<file path="src/rtl/sram_bist_ctrl.sv">
// March C- BIST initiator for the single-port RW0 SRAM wrapper interface.
// Optional second checkerboard pass: define SRAM_BIST_CHECKERBOARD_EN.
module sram_bist_ctrl #(
   parameter int unsigned ADDR_W = 4,
   parameter int unsigned DATA_W = 16,
   parameter int unsigned RD_LAT = 2
) (
   input  logic              clk,
   input  logic              rst_n,
   input  logic              start,
   output logic              busy,
   output logic              done,
   output logic              pass,
   output logic [ADDR_W-1:0] fail_addr,
   output logic [DATA_W-1:0] fail_syn,
   output logic [7:0]        err_cnt,
   output logic [ADDR_W-1:0] RW0_addr,
   output logic [DATA_W-1:0] RW0_wdata,
   output logic              RW0_en,
   output logic              RW0_wmode,
   input  logic [DATA_W-1:0] RW0_rdata
);

   localparam int unsigned DCNT_W = (RD_LAT < 2) ? 1 : $clog2(RD_LAT + 1);
   localparam logic [ADDR_W-1:0] ADDR_LAST = '1;

   typedef enum logic [1:0] {IDLE, MARCH, DRAIN, DONE} state_t;

   state_t              state;
   logic [2:0]          elem;
   logic [ADDR_W-1:0]   addr_q;
   logic                phase;
   logic [DCNT_W-1:0]   dcnt;

   logic                pipe_v [RD_LAT];
   logic [ADDR_W-1:0]   pipe_a [RD_LAT];
   logic [DATA_W-1:0]   pipe_e [RD_LAT];

   logic [DATA_W-1:0]   bg_c;
   logic                last_pass_c;
   logic                down_c;
   logic                op_wr_c;
   logic                addr_done_c;
   logic                addr_end_c;
   logic                last_op_c;
   logic [ADDR_W-1:0]   addr_nxt_c;
   logic [DATA_W-1:0]   op_data_c;
   logic [DATA_W-1:0]   syn_c;
   logic                mis_c;
   logic [7:0]          err_nxt_c;

`ifdef SRAM_BIST_CHECKERBOARD_EN
   logic ckb_q;

   // Pass index: 0 = solid background, 1 = checkerboard background
   always_ff @(posedge clk or negedge rst_n) begin
      if (!rst_n) begin
         ckb_q <= 1'b0;
      end else if ((state == IDLE || state == DONE) && start) begin
         ckb_q <= 1'b0;
      end else if (state == MARCH && addr_done_c && addr_end_c && elem == 3'd5) begin
         ckb_q <= 1'b1;
      end
   end

   assign bg_c        = ckb_q ? ({(DATA_W/2){2'b01}} ^ {DATA_W{addr_q[0]}}) : '0;
   assign last_pass_c = ckb_q;
`else
   assign bg_c        = '0;
   assign last_pass_c = 1'b1;
`endif

   // Current march operation decoded from element, address and r/w phase
   always_comb begin
      down_c      = (elem == 3'd3) || (elem == 3'd4);
      op_wr_c     = (elem == 3'd0) || ((elem != 3'd5) && phase);
      addr_done_c = (elem == 3'd0) || (elem == 3'd5) || phase;
      addr_end_c  = down_c ? (addr_q == '0) : (addr_q == ADDR_LAST);
      last_op_c   = (elem == 3'd5) && addr_end_c && last_pass_c;
      if (op_wr_c) begin
         op_data_c = ((elem == 3'd1) || (elem == 3'd3)) ? ~bg_c : bg_c;
      end else begin
         op_data_c = ((elem == 3'd2) || (elem == 3'd4)) ? ~bg_c : bg_c;
      end
      // E2->E3 and E4->E5 start on the address where the previous element ended
      if (addr_end_c && ((elem == 3'd2) || (elem == 3'd4))) begin
         addr_nxt_c = addr_q;
      end else if (down_c) begin
         addr_nxt_c = addr_q - ADDR_W'(1);
      end else begin
         addr_nxt_c = addr_q + ADDR_W'(1);
      end
   end

   // Compare stage at the pipe output
   always_comb begin
      syn_c     = RW0_rdata ^ pipe_e[RD_LAT-1];
      mis_c     = pipe_v[RD_LAT-1] && (syn_c != '0) && ((state == MARCH) || (state == DRAIN));
      err_nxt_c = (mis_c && (err_cnt != 8'hFF)) ? err_cnt + 8'd1 : err_cnt;
   end

   // Expected read data travels on RW0_wdata, so the pipe taps the registered port
   always_ff @(posedge clk or negedge rst_n) begin
      if (!rst_n) begin
         for (int i = 0; i < int'(RD_LAT); i++) begin
            pipe_v[i] <= 1'b0;
            pipe_a[i] <= '0;
            pipe_e[i] <= '0;
         end
      end else begin
         pipe_v[0] <= RW0_en && !RW0_wmode;
         pipe_a[0] <= RW0_addr;
         pipe_e[0] <= RW0_wdata;
         for (int i = 1; i < int'(RD_LAT); i++) begin
            pipe_v[i] <= pipe_v[i-1];
            pipe_a[i] <= pipe_a[i-1];
            pipe_e[i] <= pipe_e[i-1];
         end
      end
   end

   // Control FSM with registered status and SRAM port
   always_ff @(posedge clk or negedge rst_n) begin
      if (!rst_n) begin
         state     <= IDLE;
         elem      <= '0;
         addr_q    <= '0;
         phase     <= 1'b0;
         dcnt      <= '0;
         busy      <= 1'b0;
         done      <= 1'b0;
         pass      <= 1'b0;
         fail_addr <= '0;
         fail_syn  <= '0;
         err_cnt   <= '0;
         RW0_addr  <= '0;
         RW0_wdata <= '0;
         RW0_en    <= 1'b0;
         RW0_wmode <= 1'b0;
      end else begin
         case (state)
            IDLE, DONE: begin
               if (start) begin
                  state     <= MARCH;
                  elem      <= '0;
                  addr_q    <= '0;
                  phase     <= 1'b0;
                  done      <= 1'b0;
                  pass      <= 1'b0;
                  fail_addr <= '0;
                  fail_syn  <= '0;
                  err_cnt   <= '0;
               end
            end
            MARCH: begin
               busy      <= 1'b1;
               RW0_en    <= 1'b1;
               RW0_wmode <= op_wr_c;
               RW0_addr  <= addr_q;
               RW0_wdata <= op_data_c;
               if (last_op_c) begin
                  state <= DRAIN;
                  dcnt  <= '0;
               end else begin
                  phase <= ((elem == 3'd0) || (elem == 3'd5)) ? 1'b0 : ~phase;
                  if (addr_done_c) begin
                     addr_q <= addr_nxt_c;
                     if (addr_end_c) begin
                        elem <= (elem == 3'd5) ? 3'd0 : elem + 3'd1;
                     end
                  end
               end
            end
            DRAIN: begin
               RW0_en    <= 1'b0;
               RW0_wmode <= 1'b0;
               RW0_addr  <= '0;
               RW0_wdata <= '0;
               if (dcnt == DCNT_W'(RD_LAT)) begin
                  state <= DONE;
                  busy  <= 1'b0;
                  done  <= 1'b1;
                  pass  <= (err_nxt_c == 8'd0);
               end else begin
                  dcnt <= dcnt + DCNT_W'(1);
               end
            end
            default: state <= IDLE;
         endcase

         if (mis_c) begin
            err_cnt <= err_nxt_c;
            if (err_cnt == 8'd0) begin
               fail_addr <= pipe_a[RD_LAT-1];
               fail_syn  <= syn_c;
            end
         end
      end
   end

endmodule

</file>
<file path="config.mk">
export PLATFORM = sky130hd
export DESIGN_NAME = sram_bist_ctrl
export DESIGN_NICKNAME = d
export VERILOG_FILES = /design/src/rtl/sram_bist_ctrl.sv
export SDC_FILE = /design/constraint.sdc
export NUM_CORES = 1
export LEC_CHECK = 0
export ABC_AREA = 1
export CELL_PAD_IN_SITES_DETAIL_PLACEMENT = 1
export CELL_PAD_IN_SITES_GLOBAL_PLACEMENT = 1
export CORE_UTILIZATION = 37
export DETAILED_ROUTE_END_ITERATION = 8
export HOLD_SLACK_MARGIN = 0.08
export PLACE_DENSITY = 0.91
export REMOVE_ABC_BUFFERS = 1
export SLEW_MARGIN = 20
export SYNTH_ARGS = -nofsm -noshare
export SYNTH_HDL_FRONTEND = slang
export SYNTH_SLANG_ARGS = --single-unit
</file>
<file path="constraint.sdc">
create_clock -name clk -period 2.2 [get_ports clk]
set_clock_uncertainty 0.2 [all_clocks]
set_input_delay 0.66 -clock clk [delete_from_list [all_inputs] [get_ports clk]]
set_output_delay 0.66 -clock clk [all_outputs]
set_load 0.01 [all_outputs]
</file>
# After elaboration in Yosys (flattened, before gate mapping)
# Index checks and enable logic that the tools add are counted.
[totals]
regBits = 107
input_bits = 19
elab_cells = 132
out_inout_bits = 53
[op_classes]
n_reduce_logical = 35
addsub = 5
eq_ne = 20
bitwise = 2
n_mux = 49
[ops]
columns = ["op", "count"]
rows = [
  ["16-bit two-way mux", 7],
  ["4-bit two-way mux", 9],
  ["8-bit two-way mux", 4],
  ["16-bit one-hot mux with 2 select lines", 1],
  ["8-bit zero test", 2],
  ["4-bit one-hot mux with 2 select lines", 2],
  ["16-bit nonzero test", 1],
  ["16-bit XOR", 1],
  ["3-bit two-way mux", 5],
  ["2-bit inequality test (second input constant)", 7],
  ["1-bit one-hot mux with 2 select lines", 6],
  ["3-bit AND reduction", 4],
  ["2-bit two-way mux", 5],
  ["5-bit AND reduction", 2],
  ["2-bit nonzero test", 5],
  ["8-bit by 1-bit adder with 8-bit output (second input constant)", 1],
  ["8-bit inequality test (second input constant)", 1],
  ["1-bit logical AND", 7],
  ["1-bit logical OR", 7],
  ["1-bit two-way mux", 7],
  ["2-bit == test (second input constant)", 3],
  ["3-bit by 2-bit == test with 1-bit output (second input constant)", 2],
  ["3-bit == test (second input constant)", 2],
  ["2-bit one-hot mux with 3 select lines", 1],
  ["18 further kinds", 19],
]

# Longest topological paths before layout
[logic_depth]
ltp_word = 9
ltp_mapped = 16
ltp_nobuf = 14

# Least setup slack after synthesis
# No wires, ideal clock.
[synth_timing]
path_type = "register to register"
start = "register err_cnt[0]"
end = "register pass"
slack_ns = 0.156
period_less_slack_ns = 2.044
setup_time_ns = 0.124
required_time_ns = 1.876
path_stages_with_launch = 11
arrival_ns = 1.720
n_path_buf = 0
cell_sequence = "dfrtp_1 -> ha_1 -> nand2_1 -> nor3_1 -> nand3_2 -> nand3_2 -> nand2_1 -> nand2_1 -> nor2_1 -> nand3_1 -> o21bai_2"
[synth_between]
elab_chain_cells = 6
word_cells_on_any_way = 7
classes_between = "1 x add/sub; 1 x eq/ne; 3 x mux; 2 x reduce/logical"
[synth_lines]
columns = ["element", "line", "source"]
rows = [
  ["start: declaration", "16", "output logic [7:0] err_cnt,"],
  ["start signal: assignment", "192", "err_cnt <= err_nxt_c;"],
  ["branches (longest 2 deep; another with 8-bit by 1-bit adder with 8-bit output)", "--", ""],
  ["8-bit two-way mux *", "99", "err_nxt_c = (mis_c && (err_cnt != 8'hFF)) ? err_cnt + 8'd1 : err_cnt;"],
  ["8-bit zero test *", "183", "pass <= (err_nxt_c == 8'd0);"],
  ["1-bit two-way mux *", "179", "if (dcnt == DCNT_W'(RD_LAT)) begin"],
  ["1-bit one-hot mux with 2 select lines *", "141", "case (state)"],
  ["end signal: assignment", "183", ""],
  ["end: declaration", "13", "output logic pass,"],
]
# Mark *: on every way between the ends. The select of a mux whose other input is x is not followed.
# A chain may end at the register's enable or synchronous reset.

# Worst setup path in the final report
[layout_timing]
start = "register pipe_e[14] (netlist name)"
end = "register fail_syn[2]"
[layout_between]
elab_chain_cells = 5
[layout_lines]
columns = ["element", "line", "source"]
rows = [
  ["start: declaration", "37", "logic [DATA_W-1:0] pipe_e [RD_LAT];"],
  ["start signal: indexed assignment", "117", "pipe_e[i] <= pipe_e[i-1];"],
  ["16-bit XOR", "97", "syn_c = RW0_rdata ^ pipe_e[RD_LAT-1];"],
  ["16-bit nonzero test", "98", "mis_c = pipe_v[RD_LAT-1] && (syn_c != '0) && ((state == MARCH) || (state == DRAIN));"],
  ["1-bit logical AND (2 in a row)", "98", ""],
  ["16-bit two-way mux", "191", "if (mis_c) begin"],
  ["end signal: assignment", "195", "fail_syn <= syn_c;"],
  ["end: declaration", "15", "output logic [DATA_W-1:0] fail_syn,"],
]
# No other way between the ends.

==> summary.txt <==
Synthesis
  – Yosys reg bits: 62
  – EDFF count, synth: 0
  – Ys Warns: 0
  – Sequential-to-total area share from yosys stat: 45.4%
  – Synth Flop Type: dfrtp_1
  – Syn Inst Count: 428
  – Synth cell types: 41
  – Area fraction of the dominant cell type after synthesis: 45.4%
  – Syn avg cell area: 7.98 µm²
  – Asr flop ratio synth: 100%
  – Cell taking the most area after synthesis: dfrtp_1
  – Synth area leaders: dfrtp_1 (45%), nand2_1 (16%), inv_1 (5.1%)
  – Post-synthesis cell area: 3420 µm²

Timing
  – Setup TNS: -2.00 ns
  – Tcrit/Tclk final: 108%
  – Final setup violation count: 24
  – FMAX: 0.421 GHz
  – Fin crit period: 2.37 ns
  – RSZ-0062 raised after global routing: true
  – Min setup slack post-route: -0.174 ns
  – Slew headroom: 67.1%
  – Least-Margin Pin Slew: 0.487 ns
  – Pins Over Slew Limit: 0
  – Final hold violation count: 0

Setup path
  – RR Startpoint: pipe_e[14]
  – Worst R2R Path Depth: 13
  – Worst-path fanout max: 8
  – Critical path arrival: 2.45 ns
  – CP Capture Type: register
  – CP Launch Type: register
  – CP Class: reg2reg
  – Flop2flop setup slack: -0.17 ns
  – WP data required: 2.28 ns
  – Worst r2r dst: fail_syn[2]

Clocking
  – Num CTS Buffers: 9
  – Max Buffers Root-to-Sink: 2
  – CTS root buf: clkbuf_8
  – CTS tree: yes
  – Clock Latency Late Sink: 0.36 ns
  – Htree depth: 3
  – Sinks on Clock Net: 62
  – Clock slew at reported path FFs: 0.09 ns

Finish
  – Area Overhead vs Synth: 52.8%
  – Layout Utilization: 59.0%
  – Share of post-route cells with drive strength above 1: 35.3%
  – Leading cell type in the layout, fill and taps excluded: nand2_1
  – Nets: 576
  – N_diodes: 0
  – Most frequent cells in the layout: nand2_1 (89), dfrtp_1 (57), nand2_2 (49), buf_4 (49), inv_1 (45)

Routing
  – Residual DRC: 11
  – Post-route ant nets: 0
  – DR pass1 iterations: 7
  – DR vias: 3,542
  – DRT iter0 DRCs: 217
  – Vias per cell: 5.37
  – DR WL/cell: 21.1 µm
  – Routed wire length: 13.9 mm

Flow run
  – Max-cap violations: 0

Placed design
  – Post-DP HPWL: 7.34 mm
  – # port buffers: 71
  – Routability cong.: 0.863

Pwr
  – Static Leak: 0.00262 µW
  – Psw: 3570 µW
  – Sw frac: 46.7%
  – Sequential share of power: 23.8%
  – Power, Total: 7630 µW
  – Clock power share: 14.5%
  – Peak supply drop: 0.736 mV
  – Int Pwr: 4060 µW
  – Logic pwr share: 61.8%
  – Power per Cell Area: 1460 nW/µm²

Run status
  – Failing checks: DRC, setup timing
  – Status: complete, but fails checks

Global route
  – GRT overflow: 0
  – Largest net degree at the start of global routing: 52
  – Antenna violations before repair: 0
  – First-pass GRT wire length: 17.1 mm
  – GRT Total Usage: 22.5%
  – Vias in the first global route: 3,522

Floorplanning
  – Num rows: 34
  – Die ar.: 9620 µm²
  – Starting Density: 38.6%
  – Core Area: 8850 µm²
  – Chip Width: 98.1 µm
  – Die height: 98.1 µm
  – Io pins: 72

Min path
  – Worst Hold End: pipe_a[2]
  – Hold path start: pipe_a[6]
  – Hold Path Cell Cnt: 0
  – Worst Hold Class: reg2reg
[state kept, by name, summed over array words and instances, names as in the netlist, 3 cells and up]
register	cells
err_cnt	8
RW0_addr	4
addr_q	4
fail_addr	4
elem	3
pipe_a	8
fail_syn	16
[cell families (layout without fill, tap and decap cells)]
group	count (synthesis)	count (layout)	synth area share [%]
DFF	62	62	45.4
and+or+nand+nor	209	209	26.9
adders and majority gates	10	10	3.88
AOI/OAI and AO/OA	64	64	10.7
buffers and inverters	76	200	11.3
xor gates and xnor gates	7	7	1.79
[per-stage QoR]
step | instances | instance area (µm²) | setup slack (ns) | hold WS, ns
2_1_floorplan | 402 | 3220 | -0.220 | 0.131
3_3_place_gp | 613 | 4340 | -0.431 | 0.132
3_5_place_dp | 613 | 4340 | -0.538 | 0.136
4_1_cts | 641 | 4660 | 0.00292 | 0.149
5_1_grt | 660 | 5220 | -0.250 | 0.159
6_report | 660 | 5220 | -0.174 | 0.158
[worst max-delay path by stage]
stage,to,start
CTS,err_cnt[2],err_cnt[2]
finish,fail_syn[2],pipe_e[14]
detailed placement,pass,RW0_rdata[1]
floorplan,fail_addr[0],state[0]
global placement,pass,RW0_rdata[5]
global route,pass,pipe_e[14]
[power groups by stage]
stage | sequential, µW | combinational, µW | clock (µW)
CTS | 1740 | 3580 | 1070
global placement | 1750 | 3210 | 0
detailed placement | 1790 | 3400 | 0
finish | 1810 | 4710 | 1100
floorplan | 1900 | 1590 | 0
global route | 1850 | 5000 | 1150
[worst max-delay path, stage by stage (launching register included)]
cell and delay [ns]:
dfrtp_2 0.54, buf_12 0.19, nand2_1 0.10, nand2_2 0.11, nor2_2 0.05, nand2_2 0.08
nor2_4 0.05, nand2_4 0.13, nand2_4 0.11, nor3_4 0.21, buf_12 0.16, clkbuf_16 0.16
nand2_1 0.07, o21ai_1 0.11
[Yosys cell counts (all sizes together) (3+ instances only)]
| cell | n |
|---|---|
| a21oi | 8 |
| buf | 23 |
| clkbuf | 3 |
| dfrtp | 62 |
| ha | 9 |
| inv | 50 |
| nand2 | 152 |
| nand3 | 13 |
| nand4 | 7 |
| nor2 | 29 |
| nor3 | 5 |
| o21ai | 42 |
| o22ai | 3 |
| xor2 | 6 |
[repair_timing]
action / 4_1_cts / 5_1_grt
resized for setup: 52 / 115
hold buffers: 1 / 0
gates cloned: 0 / 5
endpoints found under the setup margin: 60 / 44
endpoints found under the hold margin: 11 / 0
setup buffers: 11 / 14
pin swaps: 14 / 38
[per-layer routing]
metal	GRT usage, %	share of wire [%]
met5	0	0
met4	7.93	3.2
met3	2.43	4.0
met2	42.5	55
met1	26.3	38
[cell type report]
class / instances / area [µm²]
tap: 108 / 135
timing repair buffer: 133 / 1260
fill: 1020 / 3630
multi-input combinational: 290 / 1850
inverter: 50 / 198
clock inverter: 7 / 81.3
sequential: 62 / 1560
timing repair inverter: 1 / 6.26
clock buffer: 9 / 124
Power figures use the tool's default switching activity.
==> RTL change, RTL diff (same flow settings) <==
Register the output `err_cnt` once more, without a reset; this adds one clock of latency there. The other outputs are not delayed to match.
--- a/src/rtl/sram_bist_ctrl.sv
+++ b/src/rtl/sram_bist_ctrl.sv
@@ -26,6 +26,8 @@
 
    typedef enum logic [1:0] {IDLE, MARCH, DRAIN, DONE} state_t;
 
+   logic [7:0] err_cnt_s0;
+
    state_t              state;
    logic [2:0]          elem;
    logic [ADDR_W-1:0]   addr_q;
@@ -96,7 +98,7 @@
    always_comb begin
       syn_c     = RW0_rdata ^ pipe_e[RD_LAT-1];
       mis_c     = pipe_v[RD_LAT-1] && (syn_c != '0) && ((state == MARCH) || (state == DRAIN));
-      err_nxt_c = (mis_c && (err_cnt != 8'hFF)) ? err_cnt + 8'd1 : err_cnt;
+      err_nxt_c = (mis_c && (err_cnt_s0 != 8'hFF)) ? err_cnt_s0 + 8'd1 : err_cnt_s0;
    end
 
    // Expected read data travels on RW0_wdata, so the pipe taps the registered port
@@ -132,7 +134,7 @@
          pass      <= 1'b0;
          fail_addr <= '0;
          fail_syn  <= '0;
-         err_cnt   <= '0;
+         err_cnt_s0 <= '0;
          RW0_addr  <= '0;
          RW0_wdata <= '0;
          RW0_en    <= 1'b0;
@@ -149,7 +151,7 @@
                   pass      <= 1'b0;
                   fail_addr <= '0;
                   fail_syn  <= '0;
-                  err_cnt   <= '0;
+                  err_cnt_s0 <= '0;
                end
             end
             MARCH: begin
@@ -189,8 +191,8 @@
          endcase
 
          if (mis_c) begin
-            err_cnt <= err_nxt_c;
-            if (err_cnt == 8'd0) begin
+            err_cnt_s0 <= err_nxt_c;
+            if (err_cnt_s0 == 8'd0) begin
                fail_addr <= pipe_a[RD_LAT-1];
                fail_syn  <= syn_c;
             end
@@ -198,5 +200,9 @@
       end
    end
 
+   always_ff @(posedge clk) begin
+      err_cnt <= err_cnt_s0;
+   end
+
 endmodule
 
Function: same outputs for any inputs over 10 cycles, from zero or initial values and one cycle with rst_n low; that may be too few to reach the edited logic, so the function may still have changed.
==> RTL change against the original RTL <==
The run ends with setup timing left; sequential share of layout area increased by 1.6 points; synthesized area increased by 3.7%; design area increased by 4.3%; wire length decreased by 1.7%; die area increased by 3.7%; cell count increased by 7.6%; setup slack improved by 0.018 ns; clock power increased by 12%; sequential cell count increased by 8; total power decreased by 4.2%; largest cell class unchanged.
==> RTL change: results (changes against the original RTL) <==
- Slowest cell delay on critical path: 0.52 ns (-0.02 ns)
- First-pass GRT wire length: 18.7 mm (+9.8%)
- Distinct cell type count after synthesis: 35 (-15%)
- Via/cell ratio: 5.23 (-2.5%)
- Synth area leaders: dfrtp_1 44%, nand2_1 16%, inv_1 5.3%, o21ai_0 4.8%, dfxtp_1 4.5%
- Placed inst area: 4570 um2 (+5.2%)
- Drt first pass iters: 4 (-3)
- Setup TNS: -0.389 ns (+1.61 ns)
- Violations in the final reports: setup timing
- Clock slew seen by the registers of the worst setup and hold paths: 0.08 ns
- Leakage: 2.69 nW (+2.6%)
- Status: finished with violations
- DRT met1 WL: 5.24 mm (-1.1%)
- Synth cell count leaders: 153 x nand2_1, 62 x dfrtp_1, 50 x inv_1
- Worst R2R Path Depth: 15 (+2)
- Worst vdd rail ir drop: 0.680 mV (-7.6%)
- Vias in the first global route: 3,736 (+6.1%)
- Post-synthesis xor/xnor area fraction: 0.989% (-0.81 points)
- M3 GR Usage: 5.43% (+3.0 points)
- WL met2: 7.26 mm (-4.4%)
- Final setup margin: -0.157 ns (+0.0179 ns)
- Setup slack at placement: -0.990 ns (-0.451 ns)
- Placed cells: 659 (+7.5%)
- Ys async rst share: 88.6% (-11 points)
- WHS Endpoint: pipe_e[14]$_DFF_PN0_
- Gp weighted congestion: 0.881 (+2.1%)
- Clk Latency, worst-skew pair: 0.36 ns (about the same)
- WHS: 0.150 ns (-0.00814 ns)
- Post-synthesis adder-cell area fraction: 3.74% (-0.14 points)
- RR Endpoint: pass$_DFFE_PN0P_
- Met1 global-route usage: 28.9% (+2.7 points)
- Post-synthesis compound-gate area fraction: 9.46% (-1.2 points)
- Final wirelength: 13.7 mm (-1.7%)
- Layout cell share with drive strength beyond 1: 28.9% (-6.4 points)
- Avg Inst Size Synth: 7.94 um2 (-0.45%)
- Setup Buffers After CTS: 13 (+2)
- Sequential area share after synthesis: 48.3% (+2.9 points)
- Hold Crit Start: pipe_e[30]$_DFF_PN0_
- Met2 usage: 44.2% (+1.7 points)
- Worst-path maximum fanout: 8 (unchanged)
- Sw Share: 42.7% (-4.0 points)
- Largest net degree at the start of global routing: 32 (-38%)
- Initial DRC count: 203 (-6.5%)
- Worst-margin pin slew: 0.529 ns (+0.0413 ns)
- Setup-failing EPs final: 11 (-54%)
- Clock Tree Buf Depth: 2 (unchanged)
- Post-Layout Cell Count: 710 (+7.6%)
- Met3 wire length: 598 um (+7.2%)
- Total GRT Usage: 24.7% (+2.1 points)
- DP Wirelength: 7.43 mm (+1.3%)
- N_diodes: 0 (unchanged)
- Fin nets: 605 (+5.0%)
- Post_cts resized: 57 (+9.6%)
[RTL change: cell count changes in the layout (fill, tap and decap cells not counted), sizes merged, moves of 2 or more]
cell,before,now
buf,60,70
dfxtp,0,8
nand2,152,159
nor3,5,10
nand4,7,11
o22ai,3,7
xor2,6,2
clkdlybuf4s50,34,36
inv,53,55
nand3b,0,2
nor2,29,27
o31ai,2,0
[RTL change: power by group through the flow]
stage | clock (mW) | sequential (mW) | combinational (mW)
after CTS | 1.25 | 1.95 | 3.41
after global placement | 0 | 1.96 | 2.94
final | 1.23 | 2.00 | 4.09
after floorplan | 0 | 2.13 | 1.32
after global routing | 1.30 | 2.04 | 4.40
after detailed placement | 0 | 1.97 | 3.10
[RTL change: final cells by class]
cell class | instances | area [um2]
fill | 1062 | 3800
inverter | 54 | 210
timing repair inverter | 1 | 6.26
multi-input combinational | 298 | 1790
clock inverter | 5 | 81.3
timing repair buffer | 142 | 1330
sequential | 70 | 1710
clock buffer | 11 | 151
tap | 129 | 161
